==> config.mk <==
export PLATFORM = sky130hd
export DESIGN_NAME = vending_machine_ctrl_flat
export DESIGN_NICKNAME = d
export VERILOG_FILES = /design/src/rtl/vending_machine_ctrl_pkg.sv /design/src/rtl/vending_machine_ctrl_if.sv /design/src/rtl/vending_machine_ctrl_change_picker.sv /design/src/rtl/vending_machine_ctrl.sv /design/src/flat_wrapper.sv
export SDC_FILE = /design/constraint.sdc
export NUM_CORES = 1
export LEC_CHECK = 0
export ABC_AREA = 1
export CORE_MARGIN = 8
export CORE_UTILIZATION = 65
export DETAILED_ROUTE_END_ITERATION = 16
export HOLD_SLACK_MARGIN = 0.15
export PLACE_DENSITY = 0.95
export SETUP_SLACK_MARGIN = 0.1
export SLEW_MARGIN = 20
export SYNTH_ARGS = -nofsm -noshare
export SYNTH_HDL_FRONTEND = slang
export SYNTH_SLANG_ARGS = --single-unit
==> constraint.sdc <==
create_clock -name clk -period 8.4 [get_ports clk]
set_input_delay 1.68 -clock clk [delete_from_list [all_inputs] [get_ports clk]]
set_output_delay 1.68 -clock clk [all_outputs]
set_load 0.01 [all_outputs]
==> src/rtl/vending_machine_ctrl_pkg.sv <==
`default_nettype none
// ============================================================================
//  Module      : vending_machine_ctrl_pkg
//  Description : Shared definitions for the vending machine controller:
//                default dimensions, coin value / item price tables and the
//                sequencer state encoding.
//  Revision    : 1.0 - initial release
// ============================================================================
package vending_machine_ctrl_pkg;

  localparam int NUM_COINS          = 3;
  localparam int NUM_ITEMS          = 4;
  localparam int DEFAULT_TOTAL_BITS = 31;
  localparam int DEFAULT_WAIT_TIME  = 10;

  // Coin values. The greedy change picker does not rely on the table order.
  localparam int unsigned c_coin_value [NUM_COINS] = '{100, 500, 1000};

  // Item prices, indexed by the select bit position.
  localparam int unsigned c_item_price [NUM_ITEMS] = '{400, 500, 1000, 2000};

  typedef enum logic [1:0] {
    ST_IDLE   = 2'd0,
    ST_ACTIVE = 2'd1,
    ST_RETURN = 2'd2
  } state_t;

endpackage : vending_machine_ctrl_pkg
`default_nettype wire

==> src/rtl/vending_machine_ctrl_if.sv <==
`default_nettype none
// ============================================================================
//  Module      : vending_machine_ctrl_if
//  Description : Front-panel / actuator bundle of the vending machine
//                controller. The master modport is the panel side (drives
//                coins, selections and return requests); the slave modport is
//                the controller.
//  Ports       : i_input_coin, i_select_item, i_trigger_return (panel -> ctrl)
//                o_available_item, o_output_item, o_return_coin,
//                o_coin_reject, o_current_total, o_busy      (ctrl -> panel)
//  Revision    : 1.0 - initial release
// ============================================================================
interface vending_machine_ctrl_if
  import vending_machine_ctrl_pkg::*;
#(
  parameter int TOTAL_BITS = DEFAULT_TOTAL_BITS
);

  logic [NUM_COINS-1:0]  i_input_coin;
  logic [NUM_ITEMS-1:0]  i_select_item;
  logic                  i_trigger_return;
  logic [NUM_ITEMS-1:0]  o_available_item;
  logic [NUM_ITEMS-1:0]  o_output_item;
  logic [NUM_COINS-1:0]  o_return_coin;
  logic                  o_coin_reject;
  logic [TOTAL_BITS-1:0] o_current_total;
  logic                  o_busy;

  modport master (
    output i_input_coin, i_select_item, i_trigger_return,
    input  o_available_item, o_output_item, o_return_coin,
    input  o_coin_reject, o_current_total, o_busy
  );

  modport slave (
    input  i_input_coin, i_select_item, i_trigger_return,
    output o_available_item, o_output_item, o_return_coin,
    output o_coin_reject, o_current_total, o_busy
  );

endinterface : vending_machine_ctrl_if
`default_nettype wire

==> src/rtl/vending_machine_ctrl_change_picker.sv <==
`default_nettype none
// ============================================================================
//  Module      : vending_machine_ctrl_change_picker
//  Description : Combinational greedy change selector. Picks the largest coin
//                whose value does not exceed the current credit.
//  Ports       : i_total        - current credit
//                o_coin_onehot  - one-hot coin to return (0 if none fits)
//                o_coin_value   - value of that coin (0 if none fits)
//  Revision    : 1.0 - initial release
// ============================================================================
module vending_machine_ctrl_change_picker
  import vending_machine_ctrl_pkg::*;
#(
  parameter int TOTAL_BITS = DEFAULT_TOTAL_BITS
) (
  input  logic [TOTAL_BITS-1:0] i_total,
  output logic [NUM_COINS-1:0]  o_coin_onehot,
  output logic [TOTAL_BITS-1:0] o_coin_value
);

  // Scan every denomination and keep the biggest one that fits. A value that
  // truncates to zero never beats the zero starting point, so it is skipped.
  always_comb begin
    o_coin_onehot = '0;
    o_coin_value  = '0;
    for (int i = 0; i < NUM_COINS; i++) begin
      if ((TOTAL_BITS'(c_coin_value[i]) <= i_total) &&
          (TOTAL_BITS'(c_coin_value[i]) >  o_coin_value)) begin
        o_coin_onehot    = '0;
        o_coin_onehot[i] = 1'b1;
        o_coin_value     = TOTAL_BITS'(c_coin_value[i]);
      end
    end
  end

endmodule : vending_machine_ctrl_change_picker
`default_nettype wire

==> src/rtl/vending_machine_ctrl.sv <==
`default_nettype none
// ============================================================================
//  Module      : vending_machine_ctrl
//  Description : Transaction sequencer of the vending machine. Owns the credit
//                register and the inactivity timer and runs the
//                IDLE / ACTIVE / RETURN state machine: accepts coins (refusing
//                a whole cycle's coins on overflow), dispenses affordable
//                selections, and drains change one greedy coin per cycle.
//  Ports       : clk     - system clock, rising edge
//                reset_n - asynchronous active-low reset
//                bus     - vending_machine_ctrl_if.slave (panel/actuators)
//  Revision    : 1.0 - initial release
// ============================================================================
module vending_machine_ctrl
  import vending_machine_ctrl_pkg::*;
#(
  parameter int TOTAL_BITS = DEFAULT_TOTAL_BITS,  // must match the interface
  parameter int WAIT_TIME  = DEFAULT_WAIT_TIME
) (
  input  logic                   clk,
  input  logic                   reset_n,
  vending_machine_ctrl_if.slave  bus
);

  // Two spare bits hold total + the largest possible coin sum without loss.
  localparam int c_ext_bits   = TOTAL_BITS + 2;
  localparam int c_timer_bits = $clog2(WAIT_TIME + 1);
  localparam logic [c_timer_bits-1:0] c_timer_load = c_timer_bits'(WAIT_TIME);
  localparam logic [c_timer_bits-1:0] c_timer_one  = c_timer_bits'(1);

  state_t                  r_state, w_state_next;
  logic [TOTAL_BITS-1:0]   r_total, w_total_next;
  logic [c_timer_bits-1:0] r_timer, w_timer_next;
  logic [NUM_ITEMS-1:0]    r_output_item, w_output_item_next;
  logic [NUM_COINS-1:0]    r_return_coin, w_return_coin_next;
  logic                    r_coin_reject;

  logic [c_ext_bits-1:0]   w_coin_sum;
  logic [c_ext_bits-1:0]   w_sum_ext;
  logic                    w_coin_overflow;
  logic                    w_coin_ok;
  logic [TOTAL_BITS-1:0]   w_total_plus;

  logic                    w_sel_valid;
  logic [NUM_ITEMS-1:0]    w_sel_onehot;
  logic [TOTAL_BITS-1:0]   w_sel_price;
  logic                    w_dispense;
  logic [TOTAL_BITS-1:0]   w_total_after_sale;

  logic [NUM_COINS-1:0]    w_pick_onehot;
  logic [TOTAL_BITS-1:0]   w_pick_value;
  logic [TOTAL_BITS-1:0]   w_drain;
  logic [TOTAL_BITS-1:0]   w_total_after_drain;

  // --------------------------------------------------------------------------
  // Coin acceptance: the cycle's coins are taken all together or not at all.
  // --------------------------------------------------------------------------
  always_comb begin
    w_coin_sum = '0;
    for (int i = 0; i < NUM_COINS; i++) begin
      if (bus.i_input_coin[i]) begin
        w_coin_sum = w_coin_sum + c_ext_bits'(TOTAL_BITS'(c_coin_value[i]));
      end
    end
  end

  assign w_sum_ext       = {2'b00, r_total} + w_coin_sum;
  assign w_coin_overflow = |w_sum_ext[c_ext_bits-1:TOTAL_BITS];
  assign w_coin_ok       = (|bus.i_input_coin) && !w_coin_overflow;
  assign w_total_plus    = w_coin_ok ? w_sum_ext[TOTAL_BITS-1:0] : r_total;

  // --------------------------------------------------------------------------
  // Selection: lowest set bit wins; affordability is judged on the credit
  // held before this cycle's coins, so a coin cannot fund its own purchase.
  // --------------------------------------------------------------------------
  always_comb begin
    w_sel_valid  = 1'b0;
    w_sel_onehot = '0;
    w_sel_price  = '0;
    for (int j = NUM_ITEMS - 1; j >= 0; j--) begin
      if (bus.i_select_item[j]) begin
        w_sel_valid     = 1'b1;
        w_sel_onehot    = '0;
        w_sel_onehot[j] = 1'b1;
        w_sel_price     = TOTAL_BITS'(c_item_price[j]);
      end
    end
  end

  assign w_dispense         = w_sel_valid && (w_sel_price <= r_total);
  assign w_total_after_sale = w_total_plus - w_sel_price;

  // --------------------------------------------------------------------------
  // Change drain: greedy coin, or clear a residue too small for any coin.
  // --------------------------------------------------------------------------
  vending_machine_ctrl_change_picker #(
    .TOTAL_BITS (TOTAL_BITS)
  ) u_change_picker (
    .i_total       (r_total),
    .o_coin_onehot (w_pick_onehot),
    .o_coin_value  (w_pick_value)
  );

  assign w_drain             = (|w_pick_onehot) ? w_pick_value : r_total;
  assign w_total_after_drain = w_total_plus - w_drain;

  // --------------------------------------------------------------------------
  // State machine: next-state and registered-output logic
  // --------------------------------------------------------------------------
  always_comb begin
    w_state_next       = r_state;
    w_total_next       = r_total;
    w_timer_next       = r_timer;
    w_output_item_next = '0;
    w_return_coin_next = '0;

    case (r_state)
      ST_IDLE: begin
        if (w_coin_ok) begin
          w_total_next = w_total_plus;
          w_timer_next = c_timer_load;
          w_state_next = ST_ACTIVE;
        end
      end

      ST_ACTIVE: begin
        w_total_next = w_total_plus;
        if (bus.i_trigger_return) begin
          // Return request outranks a dispense in the same cycle.
          w_timer_next = '0;
          w_state_next = ST_RETURN;
        end else if (w_dispense) begin
          w_output_item_next = w_sel_onehot;
          w_total_next       = w_total_after_sale;
          w_timer_next       = c_timer_load;
          if (w_total_after_sale == '0) begin
            w_timer_next = '0;
            w_state_next = ST_IDLE;
          end
        end else if (w_coin_ok) begin
          w_timer_next = c_timer_load;
        end else if (r_timer <= c_timer_one) begin
          w_timer_next = '0;
          w_state_next = ST_RETURN;
        end else begin
          w_timer_next = r_timer - c_timer_one;
        end
      end

      ST_RETURN: begin
        if (r_total == '0) begin
          // Coins arriving just as the drain finishes keep us draining.
          if (w_coin_ok) begin
            w_total_next = w_total_plus;
          end else begin
            w_state_next = ST_IDLE;
          end
        end else begin
          w_return_coin_next = w_pick_onehot;
          w_total_next       = w_total_after_drain;
        end
      end

      default: begin
        w_state_next = ST_IDLE;
        w_total_next = '0;
        w_timer_next = '0;
      end
    endcase
  end

  always_ff @(posedge clk or negedge reset_n) begin
    if (!reset_n) begin
      r_state       <= ST_IDLE;
      r_total       <= '0;
      r_timer       <= '0;
      r_output_item <= '0;
      r_return_coin <= '0;
      r_coin_reject <= 1'b0;
    end else begin
      r_state       <= w_state_next;
      r_total       <= w_total_next;
      r_timer       <= w_timer_next;
      r_output_item <= w_output_item_next;
      r_return_coin <= w_return_coin_next;
      r_coin_reject <= (|bus.i_input_coin) && w_coin_overflow;
    end
  end

  // --------------------------------------------------------------------------
  // Outputs
  // --------------------------------------------------------------------------
  for (genvar j = 0; j < NUM_ITEMS; j++) begin : g_available
    localparam logic [TOTAL_BITS-1:0] c_price = TOTAL_BITS'(c_item_price[j]);
    assign bus.o_available_item[j] = (r_state != ST_RETURN) && (c_price <= r_total);
  end

  assign bus.o_output_item   = r_output_item;
  assign bus.o_return_coin   = r_return_coin;
  assign bus.o_coin_reject   = r_coin_reject;
  assign bus.o_current_total = r_total;
  assign bus.o_busy          = (r_state == ST_RETURN);

endmodule : vending_machine_ctrl
`default_nettype wire

==> src/flat_wrapper.sv <==
// flat-port wrapper written by rule: the top's interface ports become plain ports
module vending_machine_ctrl_flat import vending_machine_ctrl_pkg::*;
#(
  parameter int TOTAL_BITS = DEFAULT_TOTAL_BITS,                             
  parameter int WAIT_TIME  = DEFAULT_WAIT_TIME
)
  (clk, reset_n, bus_i_input_coin, bus_i_select_item, bus_i_trigger_return, bus_o_available_item, bus_o_output_item, bus_o_return_coin, bus_o_coin_reject, bus_o_current_total, bus_o_busy);
  vending_machine_ctrl_if #(.TOTAL_BITS(TOTAL_BITS)) bus_i ();
  input  logic clk;
  input  logic reset_n;
  input wire logic [$bits(bus_i.i_input_coin)-1:0] bus_i_input_coin;
  input wire logic [$bits(bus_i.i_select_item)-1:0] bus_i_select_item;
  input wire logic [$bits(bus_i.i_trigger_return)-1:0] bus_i_trigger_return;
  output wire logic [$bits(bus_i.o_available_item)-1:0] bus_o_available_item;
  output wire logic [$bits(bus_i.o_output_item)-1:0] bus_o_output_item;
  output wire logic [$bits(bus_i.o_return_coin)-1:0] bus_o_return_coin;
  output wire logic [$bits(bus_i.o_coin_reject)-1:0] bus_o_coin_reject;
  output wire logic [$bits(bus_i.o_current_total)-1:0] bus_o_current_total;
  output wire logic [$bits(bus_i.o_busy)-1:0] bus_o_busy;
  assign bus_i.i_input_coin = bus_i_input_coin;
  assign bus_i.i_select_item = bus_i_select_item;
  assign bus_i.i_trigger_return = bus_i_trigger_return;
  assign bus_o_available_item = bus_i.o_available_item;
  assign bus_o_output_item = bus_i.o_output_item;
  assign bus_o_return_coin = bus_i.o_return_coin;
  assign bus_o_coin_reject = bus_i.o_coin_reject;
  assign bus_o_current_total = bus_i.o_current_total;
  assign bus_o_busy = bus_i.o_busy;
  vending_machine_ctrl #(.TOTAL_BITS(TOTAL_BITS), .WAIT_TIME(WAIT_TIME)) u_core (.clk(clk), .reset_n(reset_n), .bus(bus_i));
endmodule
* Yosys cells after proc, flatten, opt, wreduce, memory -nomap -nowiden
Index checks and enable logic that the tools add are counted.
Operators by class: eq/ne operators 9, mux-type cells 49, reduce and logical (&&, ||, !) cells 18, $lt $le $gt $ge 9, add/sub/neg operators 6, bitwise gates (word level) 1
Operator list (number):
- 2-to-1 mux 31 bit | 8
- case mux 31 bit (3 select lines) | 1
- 2-to-1 mux 33 bit | 2
- less-or-equal comparator 9 x 31 -> 1 bit (first input constant) | 2
- logical NOT 31 bit | 2
- 2-to-1 mux 4 bit | 13
- 2-to-1 mux 11 bit | 4
- adder 31 x 33 -> 33 bit | 1
- adder 33 x 10 -> 33 bit (second input constant) | 1
- > comparator 10 x 31 -> 1 bit (first input constant) | 1
- > comparator 9 x 31 -> 1 bit (first input constant) | 1
- less-or-equal comparator 10 x 31 -> 1 bit (first input constant) | 1
- less-or-equal comparator 11 x 31 -> 1 bit | 1
- less-or-equal comparator 11 x 31 -> 1 bit (first input constant) | 1
- less-or-equal comparator 7 x 31 -> 1 bit (first input constant) | 1
- subtractor 31 x 11 -> 31 bit | 1
- subtractor 31 bit | 1
- 2-to-1 mux 2 bit | 9
- 2-to-1 mux 7 bit | 2
- case mux 4 bit (3 select lines) | 1
- adder 7 x 9 -> 10 bit (second input constant) | 1
- logical AND 1 bit | 9
- 2-to-1 mux 3 bit | 3
- inequality test 4 bit (second input constant) | 2
- 16 further kinds | 23
Storage, ports and cells: bits of input ports 10, register bits after elaboration 45, logic and storage cells 98

* Depth between registers and ports, before layout
Gate-level depths: netlist (run 1).
depth after elaboration 16, mapped depth 41

* Cells and area by module
Synthesis (run 1) repeated with hierarchy kept, for this count alone.
Second synthesis, totals: cell total of the unflattened synthesis 1487, area total of the unflattened synthesis 8385.5 um2
Modules (own cells, without submodules):
- vending_machine_ctrl | cells each 1342, area an instance 7674.9 um2, times used 1, sequential area each 1126.1 um2
- vending_machine_ctrl_change_picker | cells each 145, area an instance 710.7 um2, times used 1, sequential area each 0.0 um2

* Worst setup path before layout (run 1)
OpenSTA, ideal clock, no wires.
path kind input to register, start in bus_i_input_coin[0], end reg u_core.r_state[0], arrival 6.013 ns, setup time 0.117 ns, buffers on the path 2, required time 8.283 ns, path slack 2.270 ns, stages 36, cell sequence inv_1 ha_1 nand2_1 nand2_1 ha_1 nand2_1 inv_1 nand3_1 nand2_1 nand2_2 nand2_4 nand2_4 nand2_4 buf_6 clkbuf_1 o21ai_0 ha_1 nand3_1 nor2_1 nand3b_1 nand2_1 nand2_1 a21boi_0 nand3_2 nor2_4 nand3_2 o21bai_2 nand2_1 nor2_1 nand2_1 nor2_2 nand2_2 nand2_2 nand2_1 nand2_1 nand2_1
On the way: longest elaborated chain between the ends 14, elaborated cells on any way between the ends 18
RTL lines:
- start: declaration | line flat_wrapper.sv:11 | input wire logic [$bits(bus_i.i_input_coin)-1:0] bus_i_input_coin;
- 2-to-1 mux 7 bit | line vending_machine_ctrl.sv:61 | if (bus.i_input_coin[i]) begin
- adder 7 x 9 -> 10 bit | line vending_machine_ctrl.sv:62 | w_coin_sum = w_coin_sum + c_ext_bits'(TOTAL_BITS'(c_coin_value[i]));
- 2-to-1 mux 33 bit | line vending_machine_ctrl.sv:61
- adder 33 x 10 -> 33 bit | line vending_machine_ctrl.sv:62
- 2-to-1 mux 33 bit | line vending_machine_ctrl.sv:61
- adder 31 x 33 -> 33 bit | line vending_machine_ctrl.sv:67 | assign w_sum_ext = {2'b00, r_total} + w_coin_sum;
- OR reduction 2 bit | line vending_machine_ctrl.sv:68 | assign w_coin_overflow = |w_sum_ext[c_ext_bits-1:TOTAL_BITS];
- logical NOT 1 bit | line vending_machine_ctrl.sv:69 | assign w_coin_ok = (|bus.i_input_coin) && !w_coin_overflow;
- logical AND 1 bit | line vending_machine_ctrl.sv:69
- 2-to-1 mux 31 bit | line vending_machine_ctrl.sv:70 | assign w_total_plus = w_coin_ok ? w_sum_ext[TOTAL_BITS-1:0] : r_total;
- subtractor 31 x 11 -> 31 bit | line vending_machine_ctrl.sv:91 | assign w_total_after_sale = w_total_plus - w_sel_price;
- logical NOT 31 bit | line vending_machine_ctrl.sv:136 | if (w_total_after_sale == '0) begin
- inequality test 4 bit (no source line)
- AND reduction 6 bit (no source line) (*)
- end signal: assignment | line vending_machine_ctrl.sv:181 | r_state <= w_state_next;
- end: declaration | line vending_machine_ctrl.sv:31 | state_t r_state, w_state_next;
Every way passes the cells marked *; elsewhere a longest branch is shown, timed or not. A chain may end at the register's enable or synchronous reset.

* Worst setup path after layout (run 1)
start in bus_i_input_coin[1], end reg u_core.r_state[0]
On the way: longest elaborated chain between the ends 12, elaborated cells on any way between the ends 16
RTL lines (line):
- 2-to-1 mux 33 bit | vending_machine_ctrl.sv:61
- adder 33 x 10 -> 33 bit | vending_machine_ctrl.sv:62
- 2-to-1 mux 33 bit | vending_machine_ctrl.sv:61
- adder 31 x 33 -> 33 bit | vending_machine_ctrl.sv:67
- OR reduction 2 bit | vending_machine_ctrl.sv:68
- logical NOT 1 bit | vending_machine_ctrl.sv:69
- logical AND 1 bit | vending_machine_ctrl.sv:69
- 2-to-1 mux 31 bit | vending_machine_ctrl.sv:70
- subtractor 31 x 11 -> 31 bit | vending_machine_ctrl.sv:91
- logical NOT 31 bit | vending_machine_ctrl.sv:136
- inequality test 4 bit (no source line)
- AND reduction 6 bit (no source line) (*)
Marked as above.

==> results of run 1 <==
==> layout by cell type, fill, tap and decap left out, types with 4 or more instances in the layout <==
cell,netlist,layout
dfrtp_1,45,45
nor2_4,6,6
nand2_1,400,400
o21a_1,4,4
buf_4,2,5
inv_1,200,200
a21boi_0,4,4
ha_1,62,62
inv_2,6,6
clkbuf_16,0,5
a21o_1,4,4
o211ai_1,14,14
nor2_1,132,132
clkdlybuf4s50_1,0,52
o221ai_1,14,14
nand2_4,7,7
nor3_1,16,16
nand2_2,22,22
nor4_1,5,5
o21ai_0,66,66
a31oi_1,7,7
nand3_2,5,5
nand4_1,21,21
nor2_2,4,4
a21oi_1,67,67
xnor2_1,11,11
xor2_1,14,14
conb_1,1,21
nand3_1,92,92
==> Yosys cell counts, types with 2 or more instances <==
cell      number  area, um2
a31oi_1        7       43.8
a21boi_0       4       30.0
nand2_1      400       1500
o21a_1         4       30.0
nor2_4         6       67.6
and2_1         3       18.8
nor2_2         4       25.0
nor4_1         5       31.3
clkbuf_1       7       26.3
a211oi_1       2       15.0
xor2_1        14        123
or2_2          3       18.8
nand3_2        5       50.1
nand3b_1       3       22.5
a21o_1         4       30.0
nor2_1       132        495
o211ai_1      14        105
o21ai_0       66        330
o221ai_1      14        123
nand3_1       92        460
buf_4          2       15.0
ha_1          62        776
dfrtp_1       45       1130
xnor2_1       11       96.3
fa_1           2       40.0
inv_2          6       22.5
o21ai_1        3       15.0
a221oi_1       2       17.5
nand2_4        7       78.8
nand2_2       22        138
buf_2          2       10.0
a21oi_1       67        335
nor3_2         2       20.0
inv_1        200        751
nor3_1        16       80.1
nand4_1       21        131
==> worst register-to-register path: cells and delay by family (launching register included) <==
| kind | cells | cell delay (ns) |
|---|---|---|
| adders and majority gates | 2 | 0.89 |
| buffers and inverters | 1 | 0.06 |
| DFF | 1 | 0.52 |
| AOI/OAI and AO/OA | 5 | 1.59 |
| and+or+nand+nor | 21 | 2.11 |
==> cells by family (layout without fill, tap and decap cells) <==
logic type,after synthesis,after routing,synth area share
flip-flops,45,45,0.153
AND/OR/NAND/NOR,724,724,0.431
other,1,21,0.000510
buffers and inverters,222,272,0.117
XOR/XNOR,25,25,0.0298
adder cells (fa/ha/maj),64,64,0.111
AO/OA/AOI/OAI,195,195,0.157
==> flip-flops by register name, indices dropped and copies added, names as in the netlist <==
| signal | flops |
|---|---|
| u_core.bus.o_coin_reject | 1 |
| u_core.r_state | 2 |
| u_core.bus.o_current_total | 31 |
| u_core.bus.o_return_coin | 3 |
| u_core.r_timer | 4 |
| u_core.bus.o_output_item | 4 |
==> worst min path at each step <==
| stage | start | end | slack, ns | cells past startpoint |
|---|---|---|---|---|
| 2_1_floorplan | u_core.r_timer[1] | u_core.r_timer[1] | 0.45 | 2 |
| 3_3_place_gp | u_core.r_timer[1] | u_core.r_timer[1] | 0.47 | 2 |
| 3_5_place_dp | u_core.r_timer[1] | u_core.r_timer[1] | 0.48 | 2 |
| 4_1_cts | u_core.r_timer[1] | u_core.r_timer[1] | 0.50 | 2 |
| 5_1_grt | u_core.r_timer[1] | u_core.r_timer[1] | 0.53 | 2 |
| 6_report | u_core.r_timer[1] | u_core.r_timer[1] | 0.50 | 2 |
==> cell type report <==
class	instances	area, um2
clock inverter	3	22.5
fill	995	3000
inverter	207	777
sequential	45	1130
tap	143	179
clock buffer	5	125
timing repair buffer	57	558
multi-input combinational	1029	5440
==> metal layers <==
layer | up-vias | global-route usage | wire length [um]
met5 | - | 0 | 0
met4 | 0 | 0.123 | 922
met3 | 77 | 0.0488 | 2510
met2 | 496 | 0.503 | 10300
met1 | 3901 | 0.413 | 9600
li1 | 4246 | - | -
==> metrics by stage <==
step	utilization	setup WS (ns)	power [mW]
after floorplan	-	2.27	2.20
after global placement	0.719	1.33	2.87
after detailed placement	0.719	1.10	2.91
after CTS	0.732	1.40	3.14
after global routing	0.733	0.856	3.52
final	0.733	1.28	3.23
==> power by group <==
group	internal [mW]	leakage, nW	switching (mW)
Sequential	0.301	0.532	0.159
Clock	0.110	0.0621	0.0952
Combinational	0.888	3.80	1.67
==> impl_results.md, run 1 <==
- Status: complete, no violations
- First-pass GRT wire length: 37700 um
- Initial Util: 0.655
- Antenna violations before repair: 0
- FF-to-FF setup slack: 3.12 ns
- WHS: 0.501 ns
- CP startpoint kind: primary input
- Critical path endpoint: u_core.r_state[0]
- VDD IR max: 0.245 mV
- Final hold vios: 0
- Setup TNS: 0 ns
- Leakage: 4.39 nW
- Unique masters post-synth: 53
- Max-cap viol count: 0
- Worst EP required: 8.60 ns
- GRT overflow: 0
- Buf+Inv Stages, Crit Path: 3
- CP delay by family, top: simple AND/OR/NAND/NOR gates
- Largest net degree at the start of global routing: 46
- Global Route Usage Sum: 0.313
- Slowest stage cell, crit path: clkdlybuf4s50_1
- R2R depth: 29
- Drt first pass iters: 6
- PostCTS Resize Cnt: 0
- # DRC: 0
- Critical path depth: 33
- Clk_lat worst skew: 0.30 ns
- Clock Tree Buf Depth: 2
- Fin Clk Skew: 0.0107 ns
- Fin crit share: 0.848
- Cell row count: 39
- Fin. max-slew vios: 0
- Number of synthesized flops with an enable pin: 0
- Die width: 122 um
- Worst setup EP type: register
- Final wirelength: 23400 um
- Pwr dens: 392 mW/mm2
- IO buf count: 53
- Post-Syn Area: 0.00735 mm2
- Cts bufs inserted: 5
- Synth Flop Type: dfrtp_1
- Post-DR vias/cell: 5.86
- Max Fclk: 140 MHz
- Yosys warns: 0
- Initial DRC Count: 1169
- Via count: 8720
- Cell mode on critical path: nand2_1
- Placeable Area: 0.0112 mm2
- RR Endpoint: u_core.r_state[0]
- # clock sinks: 45
- Post-DRT Antenna Nets: 0
- Postcts setup bufs: 0
- Synth async-reset ratio: 1.00
- Rel. slew slack: 0.248
- Final Setup Violations: 0
- Crit path DAT: 7.32 ns
- Final nets: 1419
- R2R Path Start: u_core.bus.o_current_total[5]
- CTS Root Buffer Type: clkbuf_16
- CP Class: primary input to register
- Share of cells above drive strength 1: 0.0527
- Design area: 0.00822 mm2
- Vias in the first global route: 7917
- Type of the most critical hold path: register to register
- Die Ht: 122 um
- Synth Instances: 1276
- Placed cell area: 0.00807 mm2
- Non-Filler Instances: 1489
- Crit path time final: 7.12 ns
- Area Overhead vs Synth: 11.9%
- Crit-path max cell delay: 0.51 ns
- Worst Path Max Fanout: 24
- Die Area: 0.0150 mm2
- Wire per inst: 15.7 um
- Post-synthesis register bit count: 45
- Synth Area per Inst: 5.76 um2
- Cts hold-fix bufs: 0
- CP Launch Point: bus_i_input_coin[1]
- CTS H-tree lvls: 2
- Register area share after synthesis: 0.153
- Placed insts: 1481
- RSZ-0062 raised after global routing: false
- Ant diodes: 0
- CTS tree: built
- Detailed Place HPWL: 19100 um
- Least-Margin Pin Slew: 1.12 ns
- Clock slew at reported path FFs: 0.07 ns
- IO Pins: 54
- Placer congestion estimate: 1.02
No activity file was read; power rests on OpenSTA's default activity.
==> run 2, diff against run 1 <==
--- a/config.mk
+++ b/config.mk
@@ -7,10 +7,10 @@
 export LEC_CHECK = 0
 export ABC_AREA = 1
 export CORE_MARGIN = 8
-export CORE_UTILIZATION = 65
+export CORE_UTILIZATION = 56
 export DETAILED_ROUTE_END_ITERATION = 16
 export HOLD_SLACK_MARGIN = 0.15
-export PLACE_DENSITY = 0.95
+export PLACE_DENSITY = 0.89
 export SETUP_SLACK_MARGIN = 0.1
 export SLEW_MARGIN = 20
 export SYNTH_ARGS = -nofsm -noshare
==> constraint.sdc (replaced) <==
create_clock -name clk -period 5.9 [get_ports clk]
set_input_delay 1.18 -clock clk [delete_from_list [all_inputs] [get_ports clk]]
set_output_delay 1.18 -clock clk [all_outputs]
set_load 0.01 [all_outputs]
==> run 2 against run 1 <==
  * Clock power is 67% higher
  * Combinational power increased by 70%
  * Critical path type unchanged
  * Clock skew up 0.00083 ns
  * Die area is 14% higher
  * Hold slack worse by 0.017 ns
  * Largest cell class unchanged
  * Register-to-register slack got worse by 1.7 ns
  * Design area is 9.4% higher
  * Via count is 6.1% higher
  * Cell count rose by 7.1%
  * Critical path depth is 6 higher
==> impl_results.md, run 2 (same netlist as run 1, synthesis figures left out) <==
- Placed cell area: 0.00862 mm2 (+6.8%)
- Area Overhead vs Synth: 22.4%
- Fin. max-slew vios: 0 (unchanged)
- # clock sinks: 45 (unchanged)
- Worst Path Max Fanout: 4 (-83%)
- CTS Root Buffer Type: clkbuf_16
- Die Ht: 131 um (+6.7%)
- Comb power frac: 0.812 (+0.018)
- Setup TNS: 0 ns (unchanged)
- First-pass GRT wire length: 39700 um (+5.2%)
- Type of the most critical hold path: register to register
- Status: complete, no violations
- CP startpoint kind: primary input
- IO Pins: 54 (unchanged)
- Post-DR vias/cell: 5.80 (-0.96%)
- CP Class: primary input to register
- CTS tree: built
- Final nets: 1492 (+5.1%)
- Wire per inst: 16.1 um (+2.4%)
- Die width: 131 um (+6.7%)
- Pwr dens: 593 mW/mm2 (+51%)
- Worst setup EP type: register
- Slowest stage cell, crit path: ha_1
- Initial Util: 0.564 (-0.0909)
- Met1 usage: 0.369 (-0.0438)
- Via count: 9251 (+6.1%)
- Placer congestion estimate: 1.00 (-2.1%)
- Die Area: 0.0170 mm2 (+14%)
- Post-DRT Antenna Nets: 0 (unchanged)
- Clock Tree Buf Depth: 2 (unchanged)
- Global Route Usage Sum: 0.291 (-0.0214)
- Clock slew at reported path FFs: 0.07 ns (about the same)
- Antenna violations before repair: 0 (unchanged)
- Largest net degree at the start of global routing: 46 (unchanged)
- RSZ-0062 raised after global routing: false
- Most common cell after layout, fill and taps aside: nand2_1
- Grt met3 use: 0.0325 (-0.0163)
- Sw Pwr: 2.98 mW (+54%)
- Cell mode on critical path: nand2_1
- Ant diodes: 0 (unchanged)
- M2 GR Usage: 0.488 (-0.0146)
- Design area: 0.00900 mm2 (+9.4%)
- Final Setup Violations: 0 (unchanged)
- Cts bufs inserted: 5 (unchanged)
- Crit-path max cell delay: 0.33 ns (-0.18 ns)
- Clk_lat worst skew: 0.30 ns (about the same)
- Max-cap viol count: 0 (unchanged)
- Final Util: 0.690 (-0.0423)
- Share of cells above drive strength 1: 0.123 (+0.0699)
- Worst EP required: 6.10 ns (-2.50 ns)
- Fin Clk Skew: 0.0116 ns (+0.000826 ns)
- Least-Margin Pin Slew: 1.06 ns (-0.0566 ns)
- Vias in the first global route: 8376 (+5.8%)
- Clk pwr share: 0.064 (about the same)
- VDD IR max: 0.296 mV (+21%)
- Rel. slew slack: 0.290 (+0.0420)
- Max reg flops: 31 (unchanged)
- Switching share of power: 0.558 (-0.0394)
- Fin crit share: 0.913
- CTS H-tree lvls: 2 (unchanged)
- Flop pwr share: 0.123 (-0.019)
- Final hold vios: 0 (unchanged)
- Int Power: 2.36 mW (+82%)
- Leakage: 4.81 nW (+9.6%)
- # DRC: 0 (unchanged)
- Crit path DAT: 5.59 ns (-1.73 ns)
- Commonest non-fill, non-tap cells in the layout: nand2_1, inv_1, nor2_1
- Cell row count: 42 (+7.7%)
- Final wirelength: 25600 um (+9.7%)
- Detailed Place HPWL: 19900 um (+4.3%)
- Max Fclk: 186 MHz
- IO buf count: 53 (unchanged)
- Buf+Inv Stages, Crit Path: 5 (+2)
- GRT overflow: 0 (unchanged)
- Crit path time final: 5.39 ns
- Drt first pass iters: 6 (unchanged)
- Placeable Area: 0.0130 mm2 (+16%)
- Busiest grt layer: met2
- Initial DRC Count: 1232 (+5.4%)
- CP delay by family, top: simple AND/OR/NAND/NOR gates
-- run 2: cell type report --
| class | instances | area (um2) |
|---|---|---|
| clock buffers | 6 | 139 |
| clock inverters | 2 | 37.5 |
| fillers | 1138 | 4040 |
| inverters | 207 | 777 |
| multi-input cells | 1029 | 5580 |
| flip-flops and latches | 45 | 1130 |
| well taps | 176 | 220 |
| repair buffers | 130 | 1120 |
-- run 2: timing repair --
action                     CTS  global route
setup buffers                0             5
cloned                       0             0
resized for setup            1            44
pin swaps                    0            11
setup endpoints to repair    3            20
hold buffers                 0             0
-- run 2: routing by layer --
metal  vias up  share of wire
li1       4389              -
met1      4119           0.39
met2       626           0.46
met3       117           0.11
met4         0          0.048
met5         -              0
-- run 2: metrics by stage --
step	std cells	hold WS [ns]	total power, mW	worst slack (ns)
after floorplan	1296	0.449	3.13	0.270
after global placement	1582	0.471	4.47	-0.113
after detailed placement	1582	0.474	4.57	-0.226
after CTS	1590	0.492	4.96	0.163
after global routing	1595	0.533	5.75	0.122
final	1595	0.484	5.34	0.513
-- run 2: power by group through the flow --
stage | Combinational, mW | Sequential (mW) | Clock (mW)
2_1_floorplan | 2.52 | 0.615 | 0
6_report | 4.34 | 0.658 | 0.343
3_3_place_gp | 3.82 | 0.650 | 0
3_5_place_dp | 3.92 | 0.650 | 0
5_1_grt | 4.73 | 0.669 | 0.353
4_1_cts | 3.97 | 0.644 | 0.343
-- run 2: final timing paths --
kind	from	end	slack [ns]	depth (start not counted)
worst min register to register	u_core.r_timer[1]	u_core.r_timer[1]	0.48	2
worst max-delay path	bus_i_input_coin[0]	u_core.r_state[0]	0.51	39
worst max register to register	u_core.bus.o_current_total[13]	u_core.bus.o_current_total[23]	1.41	24
min in group asynchronous	reset_n	u_core.bus.o_return_coin[2]	0.88	1
max in group asynchronous	reset_n	u_core.bus.o_current_total[26]	4.59	1
worst min-delay path	u_core.r_timer[1]	u_core.r_timer[1]	0.48	2
-- run 2: worst register-to-register path, delay by kind of cell, from the launching register on --
family                   cells  cell delay, ns
AND/OR/NAND/NOR             10            1.61
AO/OA/AOI/OAI                9            1.43
flip-flops                   1            0.49
buffers and inverters        4            0.49
adder cells (fa/ha/maj)      1            0.34
==> run 3, diff against run 2 <==
--- a/config.mk
+++ b/config.mk
@@ -10,9 +10,10 @@
 export CORE_UTILIZATION = 56
 export DETAILED_ROUTE_END_ITERATION = 16
 export HOLD_SLACK_MARGIN = 0.15
-export PLACE_DENSITY = 0.89
+export PLACE_DENSITY = 0.88
 export SETUP_SLACK_MARGIN = 0.1
 export SLEW_MARGIN = 20
 export SYNTH_ARGS = -nofsm -noshare
 export SYNTH_HDL_FRONTEND = slang
+export SYNTH_HIERARCHICAL = 1
 export SYNTH_SLANG_ARGS = --single-unit
==> run 3 against run 2 <==
  * Highest routed layer unchanged
  * Utilization grew 1.5 points
  * Clock power shrank 11%
  * Sequential power grew 14%
  * Global-route usage grew 1.7 points
  * Count of clock-buffer cells in the layout shrank 1
  * First-iteration DRC count shrank 7.1%
  * Sequential share of layout area shrank 1.6 points
  * Clock skew shrank 0.0046 ns
==> impl_results.md, run 3 <==
- Status: complete, no violations
- Detailed Place HPWL: 25100 um (+26%)
- Cts bufs inserted: 5 (unchanged)
- Buf+Inv Stages, Crit Path: 4 (-1)
- Post-synth top cells: nand2_1, inv_1, nor2_1
- Vias in the first global route: 9261 (+11%)
- Rel. slew slack: 0.323 (+0.0333)
- CP delay by family, top: simple AND/OR/NAND/NOR gates
- Synth area leaders: nand2_1, dfrtp_1, inv_1
- Max-cap viol count: 0 (unchanged)
- Synth Instances: 1487 (+17%)
- R2R depth: 28 (+17%)
- Die Ht: 138 um (+6.0%)
- Post-DRT Antenna Nets: 0 (unchanged)
- Int Power: 2.74 mW (+16%)
- Wire per inst: 17.0 um (+6.1%)
- Worst slack at placement: -0.309 ns (-0.0825 ns)
- Worst setup EP type: register
- Post-DR vias/cell: 5.63 (-3.0%)
- First-pass GRT wire length: 48300 um (+22%)
- IO Pins: 54 (unchanged)
- Share of the synthesized area in the top cell type: 0.191 (-0.0136)
- Post-Syn Area: 0.00839 mm2 (+14%)
- Unique masters post-synth: 50 (-5.7%)
- Most common cell after layout, fill and taps aside: nand2_1
- Area Overhead vs Synth: 22.7%
- Pwr dens: 597 mW/mm2 (+0.73%)
- Fin. max-slew vios: 0 (unchanged)
- Fin Clk Skew: 0.00698 ns (-0.00457 ns)
- Worst EP required: 6.10 ns (about the same)
- Global Route Usage Sum: 0.308 (+0.0167)
- Most common cell in the netlist: nand2_1
- VDD IR max: 0.470 mV (+59%)
- Synth Flop Type: dfrtp_1
- Cts hold-fix bufs: 0 (unchanged)
- CTS H-tree lvls: 2 (unchanged)
- Initial Util: 0.575 (+0.0108)
- Placeable Area: 0.0146 mm2 (+12%)
- Clk pwr share: 0.050 (-0.014)
- Leakage: 5.52 nW (+15%)
- CP startpoint kind: primary input
- Max reg flops: 31 (unchanged)
- Setup TNS: 0 ns (unchanged)
- IO buf count: 53 (unchanged)
- Slowest stage cell, crit path: ha_1
- Non-Filler Instances: 1829 (+15%)
- Least-Margin Pin Slew: 1.01 ns (-0.0498 ns)
- RSZ-0062 raised after global routing: false
- Drt first pass iters: 6 (unchanged)
- Total Power: 6.15 mW (+15%)
- Clk_lat worst skew: 0.31 ns (about the same)
- Sw Pwr: 3.40 mW (+14%)
- Die Area: 0.0191 mm2 (+12%)
- Critical path depth: 40 (+2.6%)
- Die width: 138 um (+6.0%)
- Cell row count: 44 (+4.8%)
- Clock Tree Buf Depth: 2 (unchanged)
- CP Class: primary input to register
- WHS: 0.573 ns (+0.0888 ns)
- Clock slew at reported path FFs: 0.07 ns (about the same)
- Final Setup Violations: 0 (unchanged)
- Leading area contributor after synthesis: nand2_1
- Number of synthesized flops with an enable pin: 0 (unchanged)
- Worst Path Max Fanout: 10 (+6)
- Largest net degree at the start of global routing: 46 (unchanged)
- Fin crit share: 0.905 (-0.00760)
- Flop pwr share: 0.122 (about the same)
- GRT overflow: 0 (unchanged)
- # clock sinks: 45 (unchanged)
- Setup slack after layout: 0.558 ns (+0.0448 ns)
- Commonest non-fill, non-tap cells in the layout: nand2_1, inv_1, nor2_1
- Placer congestion estimate: 1.05 (+5.1%)
- Synth async-reset ratio: 1.00 (unchanged)
- Comb power frac: 0.828 (+0.016)
- CTS tree: built
- Max Fclk: 187 MHz (+0.84%)
- Via count: 10.3k (+11%)
- Crit-path max cell delay: 0.34 ns (about the same)
- Share of cells above drive strength 1: 0.155 (+0.0324)
- Type of the most critical hold path: register to register
- Yosys warns: 6 (+6)
- Synth Area per Inst: 5.64 um2 (-2.1%)
- Register area share after synthesis: 0.134 (-0.0189)
- Final nets: 1722 (+15%)
- Cell depth of the worst hold path: 2 (unchanged)
- Crit path time final: 5.34 ns (-0.0448 ns)
- Final wirelength: 31200 um (+22%)
- Switching share of power: 0.553 (-0.00457)
- Ant diodes: 0 (unchanged)
- Final hold vios: 0 (unchanged)
- Placed insts: 1815 (+15%)
- Cell mode on critical path: nand2_1
- Post-synthesis register bit count: 45 (unchanged)
- Antenna violations before repair: 0 (unchanged)
- CTS Root Buffer Type: clkbuf_16
- Crit path DAT: 5.54 ns (-0.05 ns)
- Initial DRC Count: 1145 (-7.1%)
- # DRC: 0 (unchanged)
[run 3: cell types whose count changed after synthesis, sizes merged, moves of 9 or more]
cell / before / now
nand2: 429 / 457
nand4: 21 / 34
buf: 7 / 35
o21ai: 69 / 60
xor2: 14 / 24
a21oi: 68 / 102
inv: 206 / 240
nor2: 142 / 207
[run 3: logic make-up (layout without fill, tap and decap cells)]
group,Yosys count,in the layout,synth area share
simple gates,832,832,0.431
buf+inv,291,427,0.146
compound gates,221,221,0.153
flops,45,45,0.134
other cells,1,23,0.000447
xor+xnor,29,29,0.0303
fa+ha+maj,68,68,0.104
[run 3: per-stage QoR]
step | cell area [um2] | utilization
6_report | 10300 | 0.705
5_1_grt | 10300 | 0.705
4_1_cts | 9990 | 0.685
3_5_place_dp | 9820 | 0.673
3_3_place_gp | 9820 | 0.673
2_1_floorplan | 8470 | -
[run 3: path summary, 6_finish.rpt]
path,from,slack [ns],endpoint
hold reg to reg,u_core/r_timer[1],0.57,u_core/r_timer[1]
setup / recovery,bus_i_input_coin[1],0.56,u_core/r_state[0]
max in group asynchronous,reset_n,4.58,u_core/r_state[1]
setup reg to reg,u_core/bus.o_current_total[26],0.88,u_core/bus.o_current_total[22]
hold / removal,u_core/r_timer[1],0.57,u_core/r_timer[1]
min in group asynchronous,reset_n,0.89,u_core/bus.o_return_coin[0]
[run 3: repair_timing]
item | 4_1_cts | 5_1_grt
endpoints found under the hold margin | 0 | 0
pin swaps | 1 | 19
setup buffers | 2 | 4
endpoints found under the setup margin | 4 | 21
gates resized for setup | 6 | 74
[run 3: power groups by stage]
stage / Clock (mW) / Combinational, mW / Sequential, mW
after floorplan: 0 / 2.74 / 0.672
after global placement: 0 / 4.60 / 0.735
after detailed placement: 0 / 4.67 / 0.737
after CTS: 0.312 / 4.71 / 0.731
after global routing: 0.318 / 5.57 / 0.758
final: 0.305 / 5.09 / 0.749
[run 3: layout make-up]
class / count / area, um2
fillers: 1340 / 4300
inverters: 240 / 901
multi-input cells: 1173 / 6370
well taps: 184 / 230
clock inverters: 3 / 25.0
repair buffers: 179 / 1510
clock buffers: 5 / 125
flip-flops and latches: 45 / 1130
[run 3: routing by layer]
metal  track usage  share of wire  vias up
li1              -              -     5059
met1         0.427           0.44     4632
met2         0.455           0.43      551
met3        0.0753           0.11       52
met4         0.101          0.025        0
met5             0              0        -
[run 3: worst min-delay path, stage by stage (launching register included)]
cell and delay [ns]:
dfrtp_1 0.37, nor2_1 0.06, a21oi_1 0.10
